==> config.mk <==
export PLATFORM = sky130hd
export DESIGN_NAME = xlnx_startup_seq
export DESIGN_NICKNAME = d
export VERILOG_FILES = /design/src/rtl/xlnx_startup_pkg.sv /design/src/rtl/xlnx_startup_step_cnt.sv /design/src/rtl/xlnx_startup_seq.sv
export SDC_FILE = /design/constraint.sdc
export NUM_CORES = 1
export LEC_CHECK = 0
export CAP_MARGIN = 10
export CORE_MARGIN = 2
export CORE_UTILIZATION = 39
export DETAILED_ROUTE_END_ITERATION = 16
export PLACE_DENSITY = 0.63
export SETUP_SLACK_MARGIN = 0.05
export SYNTH_ARGS = -nofsm -noshare
export SYNTH_HDL_FRONTEND = slang
export SYNTH_SLANG_ARGS = --single-unit
==> constraint.sdc <==
create_clock -name cfg_mclk -period 3 [get_ports cfg_mclk]
set_clock_uncertainty 0.05 [all_clocks]
set_input_delay 0.3 -clock cfg_mclk [delete_from_list [all_inputs] [get_ports cfg_mclk]]
set_output_delay 0.3 -clock cfg_mclk [all_outputs]
set_load 0.01 [all_outputs]
==> src/rtl/xlnx_startup_pkg.sv <==
// Shared state encodings and helpers for the host-link
// bring-up sequencer.
package xlnx_startup_pkg;

   typedef enum logic [3:0] {
      ST_DETECT    = 4'd0,
      ST_CLK_EN    = 4'd1,
      ST_PHY_REL   = 4'd2,
      ST_MMCM_RST  = 4'd3,
      ST_MMCM_REL  = 4'd4,
      ST_WAIT_LOCK = 4'd5,
      ST_LOGIC_H   = 4'd6,
      ST_LOGIC_L   = 4'd7,
      ST_DONE      = 4'd8,
      ST_NEXT      = 4'd9,
      ST_FAIL      = 4'd10
   } st_e;

   function automatic int clog2(input int v);
      int r;
      r = 0;
      for (int i = 0; i < 31; i++)
         if ((1 << i) < v) r = i + 1;
      return r;
   endfunction

endpackage

==> src/rtl/xlnx_startup_step_cnt.sv <==
// Step/detect dwell counter with registered clear,
// plus a lock-loss run detector.
module xlnx_startup_step_cnt
   import xlnx_startup_pkg::*;
#(
   parameter int STEP_BITS   = 8,
   parameter int DETECT_BITS = 28
) (
   input  logic clk,
   input  logic rst_n,
   input  logic clr,
   input  logic sup_en,
   input  logic lock_s,
   output logic step_wrap,
   output logic det_wrap,
   output logic loss
);

   localparam int CW = (DETECT_BITS > STEP_BITS) ?
                       DETECT_BITS : STEP_BITS;

   logic [CW-1:0]        cnt_q;
   logic [CW-1:0]        cnt;
   logic [STEP_BITS-1:0] run_q;

   // clr is raised in the first cycle of a new state,
   // so the effective count reads zero on entry
   assign cnt       = clr ? '0 : cnt_q;
   assign step_wrap = &cnt[STEP_BITS-1:0];
   assign det_wrap  = &cnt[DETECT_BITS-1:0];
   assign loss      = sup_en & ~lock_s & (&run_q);

   always_ff @(posedge clk or negedge rst_n) begin
      if (!rst_n) begin
         cnt_q <= '0;
         run_q <= '0;
      end else begin
         cnt_q <= cnt + 1'b1;
         if (!sup_en || lock_s)
            run_q <= '0;
         else
            run_q <= run_q + 1'b1;
      end
   end

endmodule

==> src/rtl/xlnx_startup_seq.sv <==
// Multi-mode clock/PHY/MMCM bring-up sequencer with
// bounded lock retries and lock-loss supervision.
module xlnx_startup_seq
   import xlnx_startup_pkg::*;
#(
   parameter int                NMODES       = 2,
   parameter logic [NMODES-1:0] PASSIVE_MASK = 2'b01,
   parameter bit                FORCE_EN     = 1'b0,
   parameter int                FORCE_IDX    = 0,
   parameter int                DETECT_BITS  = 28,
   parameter int                STEP_BITS    = 8,
   parameter int                LOCK_TRIES   = 4,
   parameter int                MAX_RETRY    = 3,
   parameter bit                RELOCK_EN    = 1'b1
) (
   input  logic              cfg_mclk,
   input  logic              cfg_rst_n,
   input  logic [NMODES-1:0] clk_ready,
   input  logic              mmcm_lock,
   output logic [NMODES-1:0] mode_sel,
   output logic [1:0]        mode_idx,
   output logic              clk_en,
   output logic              mmcm_rst_n,
   output logic              phy_nrst,
   output logic              logic_reset,
   output logic              user_reset,
   output logic              done,
   output logic              fail,
   output logic [1:0]        retry_cnt,
   output logic [3:0]        debug_state
);

   localparam int TW0 = clog2(LOCK_TRIES);
   localparam int TW  = (TW0 < 1) ? 1 : TW0;

   localparam logic [3:0]    PMASK    = 4'(PASSIVE_MASK);
   localparam logic [1:0]    INIT_IDX =
      FORCE_EN ? 2'(FORCE_IDX) : 2'd0;
   localparam logic [1:0]    LAST_IDX = 2'(NMODES - 1);
   localparam logic [1:0]    MAXR     = 2'(MAX_RETRY);
   localparam logic [TW-1:0] TRY_LAST = TW'(LOCK_TRIES - 1);
   localparam st_e           INIT_ST  =
      PMASK[INIT_IDX] ? ST_DETECT : ST_CLK_EN;

   st_e           state;
   logic [1:0]    lock_ff;
   logic          lock_s;
   logic          cnt_clr;
   logic [TW-1:0] tries;
   logic          step_wrap;
   logic          det_wrap;
   logic          loss;
   logic [3:0]    rdy;
   logic [3:0]    sel4;
   logic [1:0]    nxt_idx;

   assign lock_s      = lock_ff[1];
   assign rdy         = 4'(clk_ready);
   assign sel4        = 4'b0001 << mode_idx;
   assign mode_sel    = sel4[NMODES-1:0];
   assign nxt_idx     = mode_idx + 2'd1;
   assign debug_state = state;

   always_ff @(posedge cfg_mclk or negedge cfg_rst_n) begin
      if (!cfg_rst_n)
         lock_ff <= 2'b00;
      else
         lock_ff <= {lock_ff[0], mmcm_lock};
   end

   xlnx_startup_step_cnt #(
      .STEP_BITS   (STEP_BITS),
      .DETECT_BITS (DETECT_BITS)
   ) u_step_cnt (
      .clk       (cfg_mclk),
      .rst_n     (cfg_rst_n),
      .clr       (cnt_clr),
      .sup_en    (state == ST_DONE),
      .lock_s    (lock_s),
      .step_wrap (step_wrap),
      .det_wrap  (det_wrap),
      .loss      (loss)
   );

   always_ff @(posedge cfg_mclk or negedge cfg_rst_n) begin
      if (!cfg_rst_n) begin
         state       <= INIT_ST;
         mode_idx    <= INIT_IDX;
         cnt_clr     <= 1'b1;
         tries       <= '0;
         clk_en      <= 1'b0;
         mmcm_rst_n  <= 1'b1;
         phy_nrst    <= 1'b0;
         logic_reset <= 1'b1;
         user_reset  <= 1'b1;
         done        <= 1'b0;
         fail        <= 1'b0;
         retry_cnt   <= '0;
      end else begin
         cnt_clr <= 1'b0;
         unique case (state)
            ST_DETECT: begin
               if (lock_s) begin
                  state      <= ST_DONE;
                  cnt_clr    <= 1'b1;
                  user_reset <= 1'b0;
                  done       <= 1'b1;
               end else if (det_wrap) begin
                  state       <= ST_NEXT;
                  cnt_clr     <= 1'b1;
                  clk_en      <= 1'b0;
                  phy_nrst    <= 1'b0;
                  mmcm_rst_n  <= 1'b1;
                  logic_reset <= 1'b1;
                  user_reset  <= 1'b1;
               end
            end
            ST_CLK_EN: begin
               clk_en <= 1'b1;
               if (step_wrap && rdy[mode_idx]) begin
                  state    <= ST_PHY_REL;
                  cnt_clr  <= 1'b1;
                  phy_nrst <= 1'b1;
               end
            end
            ST_PHY_REL: begin
               if (step_wrap) begin
                  state      <= ST_MMCM_RST;
                  cnt_clr    <= 1'b1;
                  mmcm_rst_n <= 1'b0;
                  retry_cnt  <= retry_cnt + 2'd1;
               end
            end
            ST_MMCM_RST: begin
               if (step_wrap) begin
                  state      <= ST_MMCM_REL;
                  cnt_clr    <= 1'b1;
                  mmcm_rst_n <= 1'b1;
               end
            end
            ST_MMCM_REL: begin
               if (step_wrap) begin
                  state   <= ST_WAIT_LOCK;
                  cnt_clr <= 1'b1;
                  tries   <= '0;
               end
            end
            ST_WAIT_LOCK: begin
               if (step_wrap) begin
                  if (lock_s) begin
                     state       <= ST_LOGIC_H;
                     cnt_clr     <= 1'b1;
                     logic_reset <= 1'b1;
                  end else if (tries != TRY_LAST) begin
                     tries <= tries + 1'b1;
                  end else if (retry_cnt < MAXR) begin
                     state      <= ST_MMCM_RST;
                     cnt_clr    <= 1'b1;
                     mmcm_rst_n <= 1'b0;
                     retry_cnt  <= retry_cnt + 2'd1;
                  end else begin
                     state       <= ST_NEXT;
                     cnt_clr     <= 1'b1;
                     clk_en      <= 1'b0;
                     phy_nrst    <= 1'b0;
                     mmcm_rst_n  <= 1'b1;
                     logic_reset <= 1'b1;
                     user_reset  <= 1'b1;
                  end
               end
            end
            ST_LOGIC_H: begin
               if (step_wrap) begin
                  state       <= ST_LOGIC_L;
                  cnt_clr     <= 1'b1;
                  logic_reset <= 1'b0;
               end
            end
            ST_LOGIC_L: begin
               if (step_wrap) begin
                  state      <= ST_DONE;
                  cnt_clr    <= 1'b1;
                  user_reset <= 1'b0;
                  done       <= 1'b1;
               end
            end
            ST_DONE: begin
               if (loss) begin
                  user_reset <= 1'b1;
                  done       <= 1'b0;
                  if (RELOCK_EN) begin
                     cnt_clr <= 1'b1;
                     if (PMASK[mode_idx]) begin
                        state <= ST_DETECT;
                     end else begin
                        state      <= ST_MMCM_RST;
                        mmcm_rst_n <= 1'b0;
                        retry_cnt  <= 2'd1;
                     end
                  end
               end
            end
            ST_NEXT: begin
               cnt_clr <= 1'b1;
               // retry_cnt survives into FAIL for diagnosis
               if (mode_idx == LAST_IDX || FORCE_EN) begin
                  state       <= ST_FAIL;
                  fail        <= 1'b1;
                  clk_en      <= 1'b0;
                  mmcm_rst_n  <= 1'b0;
                  phy_nrst    <= 1'b0;
                  logic_reset <= 1'b1;
                  user_reset  <= 1'b1;
               end else begin
                  mode_idx  <= nxt_idx;
                  retry_cnt <= '0;
                  clk_en    <= ~PMASK[nxt_idx];
                  state     <= PMASK[nxt_idx] ?
                               ST_DETECT : ST_CLK_EN;
               end
            end
            ST_FAIL: begin
               fail <= 1'b1;
            end
            default: begin
               state <= ST_FAIL;
               fail  <= 1'b1;
            end
         endcase
      end
   end

endmodule
==> metrics.csv, run 1 <==
metric;value;unit
die_w;94.3;um
seq_area_frac_synth;0.442;
fin_tns_setup;0;ns
dpl.hpwl;5110;um
finalPower;1210;uW
fill_cells;777;
antennaDiodeCount;0;
first_pass_iters;4;
final_cell_area;3630;um^2
place_inst;470;
cts_tree;yes;
vias;2619;
yosys.area_share.simple;0.274;
die_y;94.3;um
initial_core_util;0.407;
netlist_area;3180;um^2
power.density;334;nW/um^2
synthMuxAreaShare;0.0169;
arrival;2.69;ns
wl_per_cell;14.6;um
fin_cells;479;
synth_xor_area_frac;0.0909;
root_buffer;clkbuf_8;
ys_seq_elements;56;
antenna_found_initial;0;
hold_path_class;reg -> reg;
fin_crit_sh;0.831;
port_buffers;21;
maxCapViolCount;0;
syn_nets;363;
grt_pass1_vias;2572;
path_clk_slew;0.10;ns
wl;7010;um
nNetsFinal;388;
drv_slew;0;
endpoint_kind;flop;
postCtsResizedCells;0;
ys_async_sr_fraction;1.00;
peakVddDrop;0.170;mV
cts_made_buffers;5;
vias_per_cell;5.47;
setup_viol;0;
die_area;8890;um^2
avgSynthCellArea;9.06;um^2
crit_fanout;8;
routabilityCongestion;0.977;
place_ws;0.528;ns
drt_iter0_markers;173;
crit_path_start_kind;flop;
syn-instance-count;351;
crit_required;3.19;ns
clock_sinks;56;
synth_top_family_by_area;simple AND/OR/NAND/NOR gates;
crit_type;reg -> reg;
p_leak;0.00159;uW
grt_usage;0.174;
final_layout_size_suffix_gt1_frac;0.0928;
synth_adder_area_share;0.0275;
syn2layout_area_growth;14.3;%
hold_violations;0;
synthDistinctLibCells;54;
synth_edf_count;0;
layout_setup_ws;0.507;ns
io_pins;22;
clock.fmax;401;MHz
relSlewSlack;0.603;
dpl_cell_area;3540;um^2
grt_overflow_total;0;
yosys_warnings;0;
rsz0062_at_grt;false;
drc;0;
core_area;7810;um^2
synth_flop_cell;dfrtp_1;
cts_buffer_depth;2;
post-route-min-period;2.49;ns
synth-compound-area-share;0.119;
grt_first_pass_wirelength;12400;um
htreeDepth;2;
ant_nets;0;
grt_max_degree;23;
tightest_slew;0.592;ns
num_rows;32;
insertion_delay;0.31;ns
status;complete, no violations;
==> stage by stage <==
| stage | hold WS [ns] | utilization |
|---|---|---|
| after floorplan | -0.0456 | - |
| final | 0.310 | 0.466 |
| after CTS | 0.312 | 0.466 |
| after global routing | 0.335 | 0.466 |
| after detailed placement | 0.226 | 0.453 |
| after global placement | 0.221 | 0.453 |
==> layout make-up <==
cell class	count	area (um^2)	share of cell area
tap	102	128	0.0351
clock buffer	7	76.3	0.0210
multi-input combinational	270	1680	0.462
sequential	56	1410	0.387
timing repair buffer	33	298	0.0819
inverter	10	37.5	0.0103
clock inverter	1	8.76	0.00241
==> cell usage after synthesis, types with 2 or more instances <==
| library cell | number | share of area |
|---|---|---|
| a21oi_1 | 19 | 0.030 |
| a2bb2oi_1 | 2 | 0.0055 |
| and2_1 | 2 | 0.0039 |
| and3_1 | 7 | 0.014 |
| and4_1 | 5 | 0.014 |
| clkbuf_1 | 15 | 0.018 |
| dfrtp_1 | 52 | 0.41 |
| dfstp_2 | 4 | 0.033 |
| ha_1 | 7 | 0.028 |
| inv_1 | 10 | 0.012 |
| mux2_2 | 3 | 0.011 |
| mux2i_1 | 2 | 0.0063 |
| nand2_1 | 21 | 0.025 |
| nand2b_1 | 9 | 0.018 |
| nand3_1 | 16 | 0.025 |
| nand3b_1 | 4 | 0.0094 |
| nand4_1 | 8 | 0.016 |
| nand4b_1 | 4 | 0.011 |
| nor2_1 | 55 | 0.065 |
| nor2b_1 | 9 | 0.018 |
| nor3_1 | 11 | 0.017 |
| o211ai_1 | 2 | 0.0047 |
| o21a_1 | 2 | 0.0047 |
| o21ai_0 | 16 | 0.025 |
| o22ai_1 | 2 | 0.0039 |
| or2_2 | 2 | 0.0039 |
| or3_1 | 3 | 0.0059 |
| or4_4 | 2 | 0.0071 |
| xnor2_1 | 14 | 0.039 |
| xor2_1 | 19 | 0.052 |
==> flip-flops by register name, indices dropped and copies added (netlist names) <==
name and flops:
u_step_cnt.cnt_q 28, u_step_cnt.run_q 8, debug_state 4, lock_ff 2, mode_idx 2, retry_cnt 2, tries 2, clk_en 1
cnt_clr 1, done 1, fail 1, logic_reset 1, mmcm_rst_n 1, phy_nrst 1, user_reset 1
==> routing by layer <==
layer	vias up	part of all wire	track usage
li1	1273	-	-
met2	69	0.44	0.267
met5	-	0	0
met4	0	0.020	0.0556
met3	11	0.043	0.0241
met1	1266	0.50	0.254
==> cell usage in the layout (no fill, tap or decap), types with 2 or more instances in the layout <==
master,count
a21oi_1,19
a2bb2oi_1,2
and2_1,2
and3_1,7
and4_1,5
buf_4,11
clkbuf_1,2
clkbuf_8,5
clkdlybuf4s50_1,20
dfrtp_1,52
dfstp_2,4
ha_1,7
inv_1,10
mux2_2,3
mux2i_1,2
nand2_1,21
nand2b_1,9
nand3_1,16
nand3b_1,4
nand4_1,8
nand4b_1,4
nor2_1,55
nor2b_1,9
nor3_1,11
o211ai_1,2
o21a_1,2
o21ai_0,16
o22ai_1,2
or2_2,2
or3_1,3
or4_4,2
xnor2_1,14
xor2_1,19
==> worst paths after layout <==
path                                            endpoint  slack (ns)                          start  cells after the start
min                                 lock_ff[1]$_DFF_PN0_        0.31           lock_ff[0]$_DFF_PN0_                      0
max reg2reg                             done$_DFFE_PN0P_        0.51  u_step_cnt.cnt_q[0]$_DFF_PN0_                      8
min in group asynchronous  u_step_cnt.run_q[3]$_DFF_PN0_        0.43                      cfg_rst_n                      2
max                                     done$_DFFE_PN0P_        0.51  u_step_cnt.cnt_q[0]$_DFF_PN0_                      8
max in group asynchronous         mmcm_rst_n$_DFFE_PN1P_        1.77                      cfg_rst_n                      3
min reg2reg                         lock_ff[1]$_DFF_PN0_        0.31           lock_ff[0]$_DFF_PN0_                      0
==> power by group <==
group          switching, uW  leakage (uW)  total [uW]  internal (uW)
Clock                    255     0.0000428         425            170
Combinational           21.0      0.000813        31.3           10.3
Sequential             0.458      0.000738         756            756
==> worst max-delay path, stage by stage (launching register included) <==
cell and delay (ns):
dfrtp_1 0.41, nor2b_1 0.23, ha_1 0.25, and2_1 0.19, and3_1 0.37, nand4b_1 0.18
o2bb2ai_1 0.18, or4_4 0.44, a22oi_2 0.12
==> timing repair <==
item,CTS,global route
hold endpoints to repair,19,0
setup buffers,0,0
hold buffers,1,0
==> kinds of logic after synthesis <==
kind of cell / Yosys count
compound gates: 60
xor+xnor: 33
fa+ha+maj: 7
buf+inv: 25
flops: 56
mux: 5
simple gates: 165
Power figures use the tool's default switching activity.
==> run 2, diff against run 1 <==
Settings changed: PLACE_DENSITY 0.63 to 0.65.
Clock period 3 ns to 2.1 ns, I/O delays scaled along.
==> metrics.csv, run 2 (synthesized netlist as in run 1, its figures left out) <==
metric;value;unit;change
crit_slowest_cell;or4_4;;
routabilityCongestion;0.952;;-2.6%
final_layout_size_suffix_gt1_frac;0.280;;+0.187
dpl.hpwl;5730;um;+12%
slowest_delay;0.56;ns;+0.12 ns
layout_commonest_cell;buf_4;;
tightest_slew;0.337;ns;-0.255 ns
die_area;8890;um^2;unchanged
holdPathStages;1;;+1
clock_sinks;56;;unchanged
use_met2;0.292;;+0.0244
peakVddDrop;0.339;mV;+99%
grt_busiest_layer;met2;;
num_rows;32;;unchanged
htreeDepth;2;;unchanged
r2r-start;u_step_cnt.cnt_q[9]$_DFF_PN0_;;
grt_pass1_vias;2764;;+7.5%
hold_path_class;in -> reg;;
hold_violations;0;;unchanged
wl_per_cell;14.6;um;about the same
grt_usage;0.187;;+0.0126
status;finished with violations;;
wl;7870;um;+12%
maxCapViolCount;0;;unchanged
drt_iter0_markers;223;;+29%
insertion_delay;0.32;ns;about the same
layout_setup_ws;-0.156;ns;-0.663 ns
antennaDiodeCount;0;;unchanged
crit_required;2.32;ns;-0.87 ns
nNetsFinal;447;;+15%
grt_overflow_total;0;;unchanged
reg2reg_slack;-0.16;ns;-0.66 ns
rsz0062_at_grt;true;;
utilization;0.547;;+0.0813
root_buffer;clkbuf_8;;
cts_made_buffers;5;;unchanged
io_pins;22;;unchanged
reg2regPathDepth;7;;-1
grt_max_degree;57;;+150%
r2r_end;mmcm_rst_n$_DFFE_PN1P_;;
crit_path_start_kind;flop;;
relSlewSlack;0.774;;+0.171
grt_first_pass_wirelength;13200;um;+6.8%
arrival;2.47;ns;-0.22 ns
cp_cell_sequence;nand4_2 -> or4_4 -> nor4_4 -> buf_4 -> o21ai_4 -> nand3b_1 -> mux2_2;;
initial_core_util;0.407;;unchanged
fin_tns_setup;-0.621;ns;-0.621 ns
post-route-min-period;2.26;ns;-0.237 ns
mostFrequentLayoutCells;65 x buf_4, 53 x nor2_1, 52 x dfrtp_1, 20 x nand2_1, 20 x clkdlybuf4s50_1;;
fin_cells;538;;+12%
place_inst;523;;+11%
final_cell_area;4270;um^2;+17%
first_pass_iters;4;;unchanged
timing.hold.ws;0.276;ns;-0.0333 ns
grt_util_met1;0.276;;+0.0214
cts_buffer_depth;2;;unchanged
clock.fmax;443;MHz;+11%
antenna_found_initial;0;;unchanged
path_clk_slew;0.12;ns;+0.02 ns
crit_type;reg -> reg;;
core_area;7810;um^2;unchanged
die_w;94.3;um;unchanged
min_from;mmcm_lock;;
violations;negative setup slack;;
regMostFlops;u_step_cnt.cnt_q;;
port_buffers;21;;unchanged
dpl_cell_area;3970;um^2;+12%
endpoint_kind;flop;;
fin_crit_sh;1.07;;+0.243
ant_nets;0;;unchanged
drv_slew;0;;unchanged
power.density;415;nW/um^2;+25%
grt_use_met3;0.0241;;unchanged
vias_per_cell;5.22;;-4.5%
p_leak;0.00195;uW;+22%
die_y;94.3;um;unchanged
cts_tree;yes;;
vias;2810;;+7.3%
crit_fanout;4;;-4
setup_viol;6;;+6
drc;0;;unchanged
largest_reg_flops;28;;unchanged
syn2layout_area_growth;34.2;%;
whs_endpoint;lock_ff[0]$_DFF_PN0_;;
==> run 2: cell count changes in the layout (fill, tap and decap cells not counted), moves of 4 or more <==
cell | before | now
o21ai_2 | 0 | 5
nor3_1 | 11 | 7
o21ai_0 | 16 | 9
buf_4 | 11 | 65
buf_6 | 0 | 4
==> run 2: per-stage QoR <==
stage                     worst slack, ns  power [uW]
after detailed placement           -0.143        1150
after global placement             -0.104        1150
after CTS                          -0.173        1800
final                              -0.156        1770
after floorplan                    -0.111        1110
after global routing               -0.257        1840
==> run 2: how the worst max path moves through the flow <==
| stage | end | from | slack [ns] |
|---|---|---|---|
| floorplan | done$_DFFE_PN0P_ | cnt_clr$_DFF_PN1_ | -0.11 |
| global placement | done$_DFFE_PN0P_ | u_step_cnt.cnt_q[9]$_DFF_PN0_ | -0.10 |
| detailed placement | done$_DFFE_PN0P_ | u_step_cnt.cnt_q[9]$_DFF_PN0_ | -0.14 |
| CTS | done$_DFFE_PN0P_ | u_step_cnt.cnt_q[9]$_DFF_PN0_ | -0.17 |
| global route | mmcm_rst_n$_DFFE_PN1P_ | u_step_cnt.cnt_q[9]$_DFF_PN0_ | -0.26 |
| finish | mmcm_rst_n$_DFFE_PN1P_ | u_step_cnt.cnt_q[9]$_DFF_PN0_ | -0.16 |
==> run 2: report_power, final <==
group | leakage, uW | switching, uW | internal, uW | total, uW
clock network | 0.0000463 | 398 | 246 | 644
logic | 0.00116 | 31.3 | 17.5 | 48.8
registers | 0.000738 | 0.546 | 1080 | 1080
==> run 2: layout make-up <==
type | instances | area, um^2
multi-input combinational | 270 | 1830
inverter | 10 | 37.5
fill | 712 | 3540
tap | 102 | 128
timing repair buffer | 92 | 768
sequential | 56 | 1410
clock inverter | 3 | 27.5
clock buffer | 5 | 68.8
==> run 2: repair_timing <==
item | 4_1_cts | 5_1_grt
setup endpoints to repair | 15 | 22
hold buffers | 1 | 0
pin swaps | 6 | 6
buffers inserted | 2 | 4
gates resized for setup | 15 | 23
hold endpoints to repair | 52 | 0
==> run 2: routing by layer <==
layer / vias up / wire length [um]
met5: - / 0
met4: 0 / 104
met3: 7 / 372
met2: 73 / 3600
met1: 1337 / 3790
li1: 1393 / -
==> run 2: worst max-delay path, delay by kind of cell, from the launching register on <==
| family | cells | cell delay (ns) |
|---|---|---|
| mux | 1 | 0.28 |
| simple gates | 4 | 1.23 |
| compound gates | 1 | 0.06 |
| buf+inv | 1 | 0.19 |
| flops | 1 | 0.39 |
==> run 3, diff against run 2 <==
Settings changed: PLACE_DENSITY 0.65 to 0.62, SYNTH_HIERARCHICAL from default to 1.
Clock period 2.1 ns to 2.8 ns, I/O delays scaled along.
==> metrics.csv, run 3 <==
metric;value;unit;change
arrival;2.73;ns;+0.26 ns
grt_pass1_vias;2713;;-1.8%
endpoint;debug_state[1]$_DFFE_PN0P_;;
wl;7590;um;-3.6%
synth_flop_cell;dfrtp_1;;
die_y;97.4;um;+3.3%
netlist_top_cells_count;52 x dfrtp_1, 37 x nor2_1, 23 x nand2_1;;
vias_per_cell;5.57;;+6.7%
yosys_warnings;6;;+6
num_rows;34;;+6.3%
htreeDepth;2;;unchanged
fin_tns_setup;0;ns;+0.621 ns
hold_violations;0;;unchanged
fin_crit_sh;0.915;;-0.159
crit_path_start_kind;flop;;
ys_async_sr_fraction;1.00;;unchanged
crit_required;2.96;ns;+0.64 ns
final_layout_size_suffix_gt1_frac;0.150;;-0.130
grt_busiest_layer;met2;;
synth_edf_count;0;;unchanged
reg2regPathDepth;11;;+4
drt_iter0_markers;116;;-48%
clock_sinks;56;;unchanged
first_pass_iters;4;;unchanged
dpl.hpwl;5210;um;-9.2%
routabilityCongestion;0.883;;-7.2%
peakVddDrop;0.209;mV;-38%
nNetsFinal;397;;-11%
largest_reg_flops;28;;unchanged
root_buffer;clkbuf_8;;
ys_seq_elements;56;;unchanged
synthTopCellsByArea;dfrtp_1 38%, nor2_1 4.1%, dfstp_2 3.1%;;
status;complete, no violations;;
initial_core_util;0.396;;-0.0115
antenna_found_initial;0;;unchanged
die_area;9490;um^2;+6.7%
yosysTopAreaCellShare;0.382;;-0.0266
place_ws;0.159;ns;+0.303 ns
syn-instance-count;360;;+2.6%
grt_overflow_total;0;;unchanged
avgSynthCellArea;9.45;um^2;+4.3%
antennaDiodeCount;0;;unchanged
maxCapViolCount;0;;unchanged
drv_slew;0;;unchanged
die_w;97.4;um;+3.3%
setup_viol;0;;-6
layout_commonest_cell;dfrtp_1;;
cts_tree;yes;;
endpoint_kind;flop;;
mostFrequentLayoutCells;52 x dfrtp_1, 37 x nor2_1, 23 x nand2_1, 20 x clkdlybuf4s50_1, 17 x buf_4;;
grt_util_met1;0.233;;-0.0428
grt_first_pass_wirelength;13100;um;-0.89%
cts_buffer_depth;2;;unchanged
tightest_slew;0.621;ns;+0.284 ns
syn2layout_area_growth;14.3;%;
post-route-min-period;2.56;ns;+0.306 ns
layout_setup_ws;0.238;ns;+0.394 ns
ant_nets;0;;unchanged
cts_made_buffers;5;;unchanged
io_pins;22;;unchanged
r2r-start;cnt_clr$_DFF_PN1_;;
crit_fanout;10;;+6
power.density;340;nW/um^2;-18%
grt_max_degree;33;;-42%
synth_top_area_cell;dfrtp_1;;
p_leak;0.00161;uW;-17%
netlist_area;3400;um^2;+7.0%
r2r_end;debug_state[1]$_DFFE_PN0P_;;
syn_nets;372;;+2.5%
hold_path_class;reg -> reg;;
rsz0062_at_grt;false;;
regMostFlops;u_step_cnt/cnt_q;;
timing.hold.ws;0.310;ns;+0.0337 ns
wl_per_cell;15.4;um;+5.0%
core_area;8590;um^2;+10%
insertion_delay;0.32;ns;about the same
synthDistinctLibCells;77;;+43%
clock.fmax;390;MHz;-12%
drc;0;;unchanged
path_clk_slew;0.10;ns;-0.02 ns
seq_area_frac_synth;0.413;;-0.0288
use_met2;0.259;;-0.0328
reg2reg_slack;0.24;ns;+0.39 ns
crit_type;reg -> reg;;
grt_use_met3;0.0381;;+0.0141
vias;2753;;-2.0%
grt_usage;0.165;;-0.0213
relSlewSlack;0.586;;-0.188
port_buffers;21;;unchanged
synth.most_common_cell;dfrtp_1;;
crit_start;cnt_clr$_DFF_PN1_;;
fill_cells;821;;+15%
utilization;0.453;;-0.0943
## run 3: cell types whose count changed in the layout (fill, tap and decap cells not counted), moves of 5 or more
cell and change:
o21ai_2 -5, or4_1 +6, xor2_1 -9, nand3_1 -6
nor4_1 +6, nor2_1 -16, buf_4 -48
## run 3: what timing repair did
item                                   in CTS  in global routing
setup endpoints to repair                   0                  4
endpoints found under the hold margin      23                  0
hold buffers                                1                  0
setup buffers                               0                  4
resized for setup                           0                  1
## run 3: area by class of cell
cell class              instances  area, um^2  area share
multi-input cells             269        1860       0.477
well taps                     108         135      0.0347
repair buffers                 39         343      0.0882
flip-flops and latches         56        1410       0.362
clock buffers                   7        86.3      0.0222
clock inverters                 1        8.76     0.00225
inverters                      14        52.6      0.0135
## run 3: metrics by stage
step	std cells	power [uW]	area, um^2
after floorplan	360	831	3440
after global placement	481	856	3750
after detailed placement	481	857	3750
after CTS	490	1340	3850
after global routing	494	1380	3890
final	494	1320	3890
## run 3: how the worst min path moves through the flow
| stage | from | endpoint | slack, ns | cells past startpoint |
|---|---|---|---|---|
| 5_1_grt | mmcm_lock | lock_ff[0]$_DFF_PN0_ | 0.34 | 1 |
| 3_5_place_dp | cfg_rst_n | u_step_cnt/cnt_q[12]$_DFF_PN0_ | 0.28 | 1 |
| 6_report | lock_ff[0]$_DFF_PN0_ | lock_ff[1]$_DFF_PN0_ | 0.31 | 0 |
| 2_1_floorplan | cfg_rst_n | clk_en$_DFFE_PN0P_ | -0.07 | 0 |
| 3_3_place_gp | cfg_rst_n | u_step_cnt/cnt_q[12]$_DFF_PN0_ | 0.27 | 1 |
| 4_1_cts | lock_ff[0]$_DFF_PN0_ | lock_ff[1]$_DFF_PN0_ | 0.31 | 0 |
## run 3: cell families after synthesis
group                      Yosys count  share of synthesized area
AOI/OAI and AO/OA                   70                      0.141
and+or+nand+nor                    160                      0.280
muxes                               13                     0.0430
adders and majority gates            7                     0.0257
xor gates and xnor gates            19                     0.0489
DFF                                 56                      0.413
buffers and inverters               35                     0.0478
## run 3: power breakdown
part           switching (uW)  total (uW)  leakage [uW]  internal (uW)
combinational            21.6        30.1      0.000815           8.44
sequential              0.539         810      0.000744            810
clock                     278         482     0.0000484            204
total                     300        1320       0.00161           1020
## run 3: per-layer routing
layer / wire [um] / up-vias
met4: 72 / 0
met3: 303 / 8
li1: - / 1350
met1: 3680 / 1329
met2: 3530 / 66
met5: 0 / -
## run 3: critical path, stage by stage, from the launching register on
cell and delay, ns:
dfstp_2 0.64, nor2b_2 0.07, ha_2 0.20, and2b_1 0.20, and2_4 0.15, and3_4 0.20, buf_4 0.15, nor2_1 0.08
a22oi_1 0.10, o2111ai_2 0.32, nor3_1 0.11, o22a_1 0.20
